### src/rtl/shift_pkg.sv
// Shared definitions for the shift request arbiter slice.
//   DATA_W  - operand/result width (only 16 supported)
//   AMT_W   - shift-amount width (only 4 supported)
//   state_t - arbiter FSM state encoding
package shift_pkg;

  localparam int unsigned DATA_W = 16;
  localparam int unsigned AMT_W  = 4;

  typedef enum logic [1:0] {
    IDLE  = 2'd0,
    SHIFT = 2'd1,
    DONE  = 2'd2
  } state_t;

endpackage

### src/rtl/shift_req_arbiter_shifter.sv
// Combinational 16-bit logical shifter with zero fill.
// Ports:
//   i_a   - operand
//   i_amt - shift amount (0 passes i_a unchanged)
//   i_dir - 0 = left, 1 = right
//   o_y   - shifted result
module Shift_left_or_right_16bit
  import shift_pkg::*;
(
  input  logic [DATA_W-1:0] i_a,
  input  logic [AMT_W-1:0]  i_amt,
  input  logic              i_dir,
  output logic [DATA_W-1:0] o_y
);

  always_comb begin
    o_y = '0;
    if (i_dir) o_y = i_a >> i_amt;
    else       o_y = i_a << i_amt;
  end

endmodule

### src/rtl/shift_req_arbiter.sv
// Two-requester round-robin arbiter in front of one shared shifter.
// One operation is in flight at a time: IDLE (accept) -> SHIFT (compute)
// -> DONE (hold result until res_ready).
// Ports:
//   clk, reset_n            - clock, async active-low reset
//   reqN_valid/ready        - request handshake (ready only in IDLE, granted N)
//   reqN_data/amt/dir       - operand, shift amount, direction (1 = right)
//   res_valid/ready         - result handshake (valid exactly in DONE)
//   res_data, res_src       - shifted result and owning requester
//   busy                    - FSM not in IDLE
//   gnt_cnt0, gnt_cnt1      - saturating grant counters
module shift_req_arbiter #(
  parameter int unsigned DATA_W = shift_pkg::DATA_W,
  parameter int unsigned AMT_W  = shift_pkg::AMT_W
) (
  input  logic              clk,
  input  logic              reset_n,
  input  logic              req0_valid,
  output logic              req0_ready,
  input  logic [DATA_W-1:0] req0_data,
  input  logic [AMT_W-1:0]  req0_amt,
  input  logic              req0_dir,
  input  logic              req1_valid,
  output logic              req1_ready,
  input  logic [DATA_W-1:0] req1_data,
  input  logic [AMT_W-1:0]  req1_amt,
  input  logic              req1_dir,
  output logic              res_valid,
  input  logic              res_ready,
  output logic [DATA_W-1:0] res_data,
  output logic              res_src,
  output logic              busy,
  output logic [7:0]        gnt_cnt0,
  output logic [7:0]        gnt_cnt1
);

  import shift_pkg::*;

  state_t            r_state;
  state_t            w_next;
  logic              r_last;
  logic [DATA_W-1:0] r_op_data;
  logic [AMT_W-1:0]  r_op_amt;
  logic              r_op_dir;
  logic              r_op_src;
  logic [DATA_W-1:0] r_res_data;
  logic              r_res_src;
  logic [7:0]        r_cnt0;
  logic [7:0]        r_cnt1;
  logic              w_gnt0;
  logic              w_gnt1;
  logic              w_xfer0;
  logic              w_xfer1;
  logic [DATA_W-1:0] w_shift_y;

  // Tie goes to the requester not granted last (r_last = 1 -> req0 wins).
  assign w_gnt0 = req0_valid & (~req1_valid | r_last);
  assign w_gnt1 = req1_valid & (~req0_valid | ~r_last);

  always_ff @(posedge clk or negedge reset_n) begin
    if (!reset_n) r_state <= IDLE;
    else          r_state <= w_next;
  end

  // reset_n gates ready directly so nothing is offered while reset is held.
  always_comb begin
    w_next     = r_state;
    req0_ready = 1'b0;
    req1_ready = 1'b0;
    case (r_state)
      IDLE: begin
        req0_ready = reset_n & w_gnt0;
        req1_ready = reset_n & w_gnt1;
        if (w_gnt0 | w_gnt1) w_next = SHIFT;
      end
      SHIFT: w_next = DONE;
      DONE:  if (res_ready) w_next = IDLE;
      default: w_next = IDLE;
    endcase
  end

  assign w_xfer0 = req0_valid & req0_ready;
  assign w_xfer1 = req1_valid & req1_ready;

  Shift_left_or_right_16bit u_shifter (
    .i_a   (r_op_data),
    .i_amt (r_op_amt),
    .i_dir (r_op_dir),
    .o_y   (w_shift_y)
  );

  always_ff @(posedge clk or negedge reset_n) begin
    if (!reset_n) begin
      r_last     <= 1'b1;
      r_op_data  <= '0;
      r_op_amt   <= '0;
      r_op_dir   <= 1'b0;
      r_op_src   <= 1'b0;
      r_res_data <= '0;
      r_res_src  <= 1'b0;
      r_cnt0     <= '0;
      r_cnt1     <= '0;
    end else begin
      if (w_xfer0) begin
        r_op_data <= req0_data;
        r_op_amt  <= req0_amt;
        r_op_dir  <= req0_dir;
        r_op_src  <= 1'b0;
        r_last    <= 1'b0;
        if (r_cnt0 != '1) r_cnt0 <= r_cnt0 + 8'd1;
      end else if (w_xfer1) begin
        r_op_data <= req1_data;
        r_op_amt  <= req1_amt;
        r_op_dir  <= req1_dir;
        r_op_src  <= 1'b1;
        r_last    <= 1'b1;
        if (r_cnt1 != '1) r_cnt1 <= r_cnt1 + 8'd1;
      end
      if (r_state == SHIFT) begin
        r_res_data <= w_shift_y;
        r_res_src  <= r_op_src;
      end
    end
  end

  assign res_valid = (r_state == DONE);
  assign busy      = (r_state != IDLE);
  assign res_data  = r_res_data;
  assign res_src   = r_res_src;
  assign gnt_cnt0  = r_cnt0;
  assign gnt_cnt1  = r_cnt1;

endmodule

### config.mk
export PLATFORM = sky130hd
export DESIGN_NAME = shift_req_arbiter
export DESIGN_NICKNAME = d
export VERILOG_FILES = /design/src/rtl/shift_pkg.sv /design/src/rtl/shift_req_arbiter_shifter.sv /design/src/rtl/shift_req_arbiter.sv
export SDC_FILE = /design/constraint.sdc
export NUM_CORES = 1
export LEC_CHECK = 0
export ABC_AREA = 1
export BUFFER_PORTS_ARGS = -buffer_cell sky130_fd_sc_hd__buf_2
export CORE_AREA = 2 2 92 94
export DETAILED_ROUTE_END_ITERATION = 8
export DIE_AREA = 0 0 94 96
export GPL_ROUTABILITY_DRIVEN = 0
export PLACE_DENSITY = 0.78
export SYNTH_ARGS = -nofsm -noshare
export SYNTH_HDL_FRONTEND = slang
export SYNTH_SLANG_ARGS = --single-unit
### constraint.sdc
create_clock -name clk -period 1.5 [get_ports clk]
set_input_delay 0.3 -clock clk [delete_from_list [all_inputs] [get_ports clk]]
set_output_delay 0.3 -clock clk [all_outputs]
set_load 0.005 [all_outputs]
[Yosys cells after proc, flatten, opt, wreduce, memory -nomap -nowiden]
Index checks and enable logic that the tools add are counted.
Storage, ports and cells
  flip-flop bits (word level): 58
  output and inout port bits: 37
  word-level logic and storage cells: 53
Cells by class
  add/sub/neg operators: 2
  equal/unequal tests: 6
  shift-type cells: 2
  mux-type cells: 14
  bitwise logic cells: 13
  reductions and logical operators: 6
Operator list (number)
  two-way mux 16 bit: 3
  adder 8 x 1 -> 8 bit (second input constant): 2
  != test 8 bit (second input constant): 2
  left shift 16 x 4 -> 16 bit: 1
  >> shifter 16 x 4 -> 16 bit: 1
  two-way mux 4 bit: 2
  AND 1 bit: 6
  two-way mux 1 bit: 6
  case mux 2 bit (3 select lines): 1
  two-way mux 2 bit: 2
  NOT 1 bit: 4
  AND reduction 2 bit: 2
  nonzero test 2 bit: 2
  OR 1 bit: 3
  AND reduction 3 bit: 1
  == test 2 x 1 -> 1 bit (second input constant): 1
  == test 2 bit (second input constant): 1
  zero test 2 bit: 1
  != test 2 x 1 -> 1 bit (second input constant): 1
  != test 2 bit (second input constant): 1

[Longest topological paths before layout]
  word-level depth: 8
  gate-level depth with buffers: 11
  gate-level depth less buffers: 9

[Cells and area by module]
A second synthesis with hierarchy kept.
Second synthesis, totals
  cell total of the unflattened synthesis: 631
  area total of the unflattened synthesis: 4300.4 sq um
By module, submodules not included
  shift_req_arbiter: instances 1, cells an instance 365, area each 2975.4 sq um, sequential area each 1452.6 sq um
  Shift_left_or_right_16bit: instances 1, cells an instance 266, area each 1325.0 sq um, sequential area each 0.0 sq um

[Least setup slack after synthesis]
OpenSTA, ideal clock, no wires.
  path kind: flip-flop to flip-flop
  start: reg r_last
  end: reg r_op_amt[2]
  setup time: 135 ps
  arrival: 1293 ps
  required time: 1365 ps
  path slack: 72 ps
  stages on the path, launching flop included: 9
  path buffers: 1
  period minus slack after synthesis: 1428 ps
  path through: dfstp_2 -> inv_1 -> o21ai_1 -> nor2_4 -> inv_2 -> nand2_4 -> buf_6 -> o21ai_1 -> o22ai_1
Between the ends
  word-level cells in the longest chain between the ends: 7
  elaborated cells between the ends (all ways): 13
  those cells by class: mux: 3; bitwise: 9; reduce/logical: 1
RTL lines
  start: declaration: RTL line shift_req_arbiter.sv:41  | logic r_last;
  start signal: assignment: RTL line shift_req_arbiter.sv:94  | r_last <= 1'b1;
  start signal: assignment: RTL line shift_req_arbiter.sv:109  | r_last <= 1'b0;
  start signal: assignment: RTL line shift_req_arbiter.sv:116  | r_last <= 1'b1;
  NOT 1 bit: RTL line shift_req_arbiter.sv:58  | assign w_gnt1 = req1_valid & (~req0_valid | ~r_last);
  OR 1 bit: RTL line shift_req_arbiter.sv:58
  AND 1 bit: RTL line shift_req_arbiter.sv:58
  AND 1 bit: RTL line shift_req_arbiter.sv:73  | req1_ready = reset_n & w_gnt1;
  two-way mux 1 bit: RTL line shift_req_arbiter.sv:70  | case (r_state)
  named net req1_ready: RTL line shift_req_arbiter.sv:24  | output logic req1_ready,
  AND 1 bit: RTL line shift_req_arbiter.sv:83  | assign w_xfer1 = req1_valid & req1_ready;
  nonzero test 2 bit (no line)
  end signal: assignment: RTL line shift_req_arbiter.sv:106  | r_op_amt <= req0_amt;
  end signal: assignment: RTL line shift_req_arbiter.sv:113  | r_op_amt <= req1_amt;
  end: declaration: RTL line shift_req_arbiter.sv:43  | logic [AMT_W-1:0] r_op_amt;
The timed path passes the listed nets, and every way through them passes these cells.
A chain may end at the register's enable or synchronous reset.

[Worst setup path after layout]
  start: reg r_last
  end: out req1_ready
Between the ends
  word-level cells in the longest chain between the ends: 5
RTL lines (RTL line)
  NOT 1 bit: shift_req_arbiter.sv:58
  OR 1 bit: shift_req_arbiter.sv:58
  AND 1 bit: shift_req_arbiter.sv:58
  AND 1 bit: shift_req_arbiter.sv:73
  two-way mux 1 bit: shift_req_arbiter.sv:70
  end: declaration: shift_req_arbiter.sv:24
Every way passes these cells.

==> results.cfg <==
[sta]
finalHoldViolCount = 0
finalClockSkew_ps = 8.197
setup_viol = 2
worstMarginPinSlew_ps = 740.3
rsz0062_at_grt = yes
drv_slew = 0
fin_crit_ps = 1563
setup_tns_ps = -100.5
relSlewSlack_pct = 50.65
setup_slack_ps = -62.83
finalCritPeriodShare_pct = 104.2
fmax_mhz = 639.9

[final_layout]
drive_above_1_share_pct = 31.23
nFillCells = 720
area_growth_pct = 28.44
instances_no_fill = 787
diodes = 0
finalNetCount = 726

[floorplanning]
rows = 33
start_util_pct = 49.08
dieHeight_um = 96
dieWidth_um = 94
io_pins = 84
dieArea_um2 = 9024
core_area_um2 = 8051

[clocking]
cts_htree_levels = 3
cts_tree = yes
clock-root-buffer = clkbuf_8
cts.sink_count = 58
ctsLongestPathBuffers = 2
clock_latency_ps = 340
cts_hold_buffers = 0
cts.reportedPaths.clkPinSlew_ps = 70
numCtsBuffers = 9

[synthesis]
syn_area_um2 = 3951
synth_edf_count = 0
synth_ff_type = dfrtp_1
yosysSeqAreaShare_pct = 36.76
synth-async-reset-ratio_pct = 100.0
ys_top_cells_by_area = dfrtp_1, nand2_1, nand3_1
ys_warn_count = 0
synth_top_cell_by_area = dfrtp_1
yosysMostFrequentCell = nand2_1
ys_top_cells_by_count = nand2_1, nand3_1, dfrtp_1
syn_nets = 625
syn-instance-count = 576
synth_cell_type_count = 31
yosys_register_bits = 58
syn_area_per_cell_um2 = 6.860
synth_top_area_share_pct = 36.10

[route]
routedWlPerCell_um = 14.96
drt_iter0_markers = 599
route.met3.wl_um = 888
dr.max_layer_used = met4
dr.pass1.iters = 7
route.detailed.drc = 0
detail-route-antenna-nets = 0
vias_per_cell = 5.626
met2_length_um = 5822
wirelength_met1_um = 4642
wl_um = 11780
vias = 4428

[critical_path]
crit_required_ps = 1200
crit_family = flip-flops
critPathKind = reg2out
rrSetupSlack_ps = 20
slowest_stage = dfstp_2
endpoint_kind = primary output
critical_path_cell_count = 4
r2r_cells = 8
critical_path.max_fanout = 2
cp_slowest_stage_delay_ps = 550
path_buf_inv = 2
r2r-end = r_op_data[0]
critical_path_arrival_ps = 1260
path_cells = inv_2 > o21ai_4 > nor2_4 > buf_6
cp-start-kind = register
reg2reg_from = r_state[0]

[placement]
dpl.hpwl_um = 7853
dp.cells = 759
port_buffers = 83

[min_path]
hold_depth = 2
hold_class = in2reg
whs_endpoint = r_state[1]
worstHoldStart = res_ready

[power]
power_density_nw_per_um2 = 2183
leakage_nw = 2.627
ir_drop_uv = 1027

[flow_run]
cap_violations = 0

[grt]
grt_usage_pct = 25.77
grt_max_degree = 59
grt_pass1_wl_um = 18360
antenna_found_initial = 0
grt-ovfl-total = 0
grt_pass1_vias = 4030

[status]
violations = setup timing
status = complete, but fails checks
metal layers:
metal  GRT usage, %  vias to the layer above
met1          32.09                     2056
met5              0                        -
met4          10.39                        0
li1               -                     2097
met3          5.247                       51
met2          43.99                      224
power by group:
| part | leakage [nW] | internal, mW | switching [mW] |
|---|---|---|---|
| combinational | 1.83 | 2.70 | 4.20 |
| sequential | 0.713 | 2.27 | 0.621 |
| clock | 0.0851 | 0.635 | 0.645 |
worst max path at each step:
stage                     start     endpoint  slack (ps)
global placement    gnt_cnt1[0]  gnt_cnt1[4]          30
global route             r_last   req1_ready        -110
finish                   r_last   req1_ready         -60
CTS                      r_last   req1_ready         -80
detailed placement  gnt_cnt1[0]  gnt_cnt1[4]         -30
floorplan                r_last  r_op_amt[2]          70
registers in the layout, indices dropped and copies added, names as in the netlist:
name	flops
r_op_data	16
r_op_amt	4
gnt_cnt0	8
r_op_dir	1
res_data	16
r_op_src	1
gnt_cnt1	8
res_src	1
r_state	2
r_last	1
area by class of cell:
type | count | area (um^2) | area share [%]
Timing Repair Buffer | 117 | 753.2 | 14.84
Multi-Input combinational cell | 446 | 2371 | 46.72
Clock buffer | 11 | 141.4 | 2.786
Clock inverter | 5 | 30.03 | 0.5917
Sequential cell | 58 | 1454 | 28.65
Inverter | 45 | 193.9 | 3.821
Tap cell | 105 | 131.4 | 2.589
metrics by stage:
stage	hold WS, ps	worst slack, ps	power (mW)	util (%)	instance area, um^2
final	173.8	-62.83	11.08	63.03	5075
after floorplan	4.409	72.06	7.205	-	3951
after global routing	180.0	-113.6	12.08	63.03	5075
after detailed placement	489.5	-27.47	8.932	56.22	4527
after global placement	477.6	28.45	8.782	56.22	4527
after CTS	165.8	-76.66	10.29	58.85	4738
what timing repair did:
action / in CTS / in global routing
endpoints found under the setup margin: 15 / 45
buffers inserted: 3 / 6
hold endpoints to repair: 0 / 0
cloned: 0 / 3
pin swaps: 3 / 13
resized for setup: 5 / 70
kinds of logic (layout without fill, tap and decap cells):
kind of cell / Yosys count / count (layout) / synth area share [%]
flops: 58 / 58 / 36.76
simple gates: 374 / 376 / 42.84
compound gates: 57 / 57 / 8.518
fa+ha+maj: 2 / 2 / 0.6332
buf+inv: 74 / 178 / 8.803
xor+xnor: 11 / 11 / 2.438
worst register-to-register path, stage by stage (launching register included):
cell and delay [ps]:
dfrtp_1 400, nor2_4 140, nand2_4 90, nor2_4 140, buf_4 180, clkinv_8 110
buf_4 170, nand3_1 70, o21ai_1 70
placed cells by master, fill, tap and decap left out, drive strengths merged, types with 4 or more instances in the layout:
master / n
nand3b: 5
nand3: 120
xor2: 6
o22ai: 5
nor2: 49
dfrtp: 57
clkinv: 4
nand4: 14
a21oi: 5
o21ai: 47
inv: 44
xnor2: 5
or2: 13
nand2: 174
clkbuf: 12
buf: 116
Note: power is estimated with default switching activity, not from simulation.
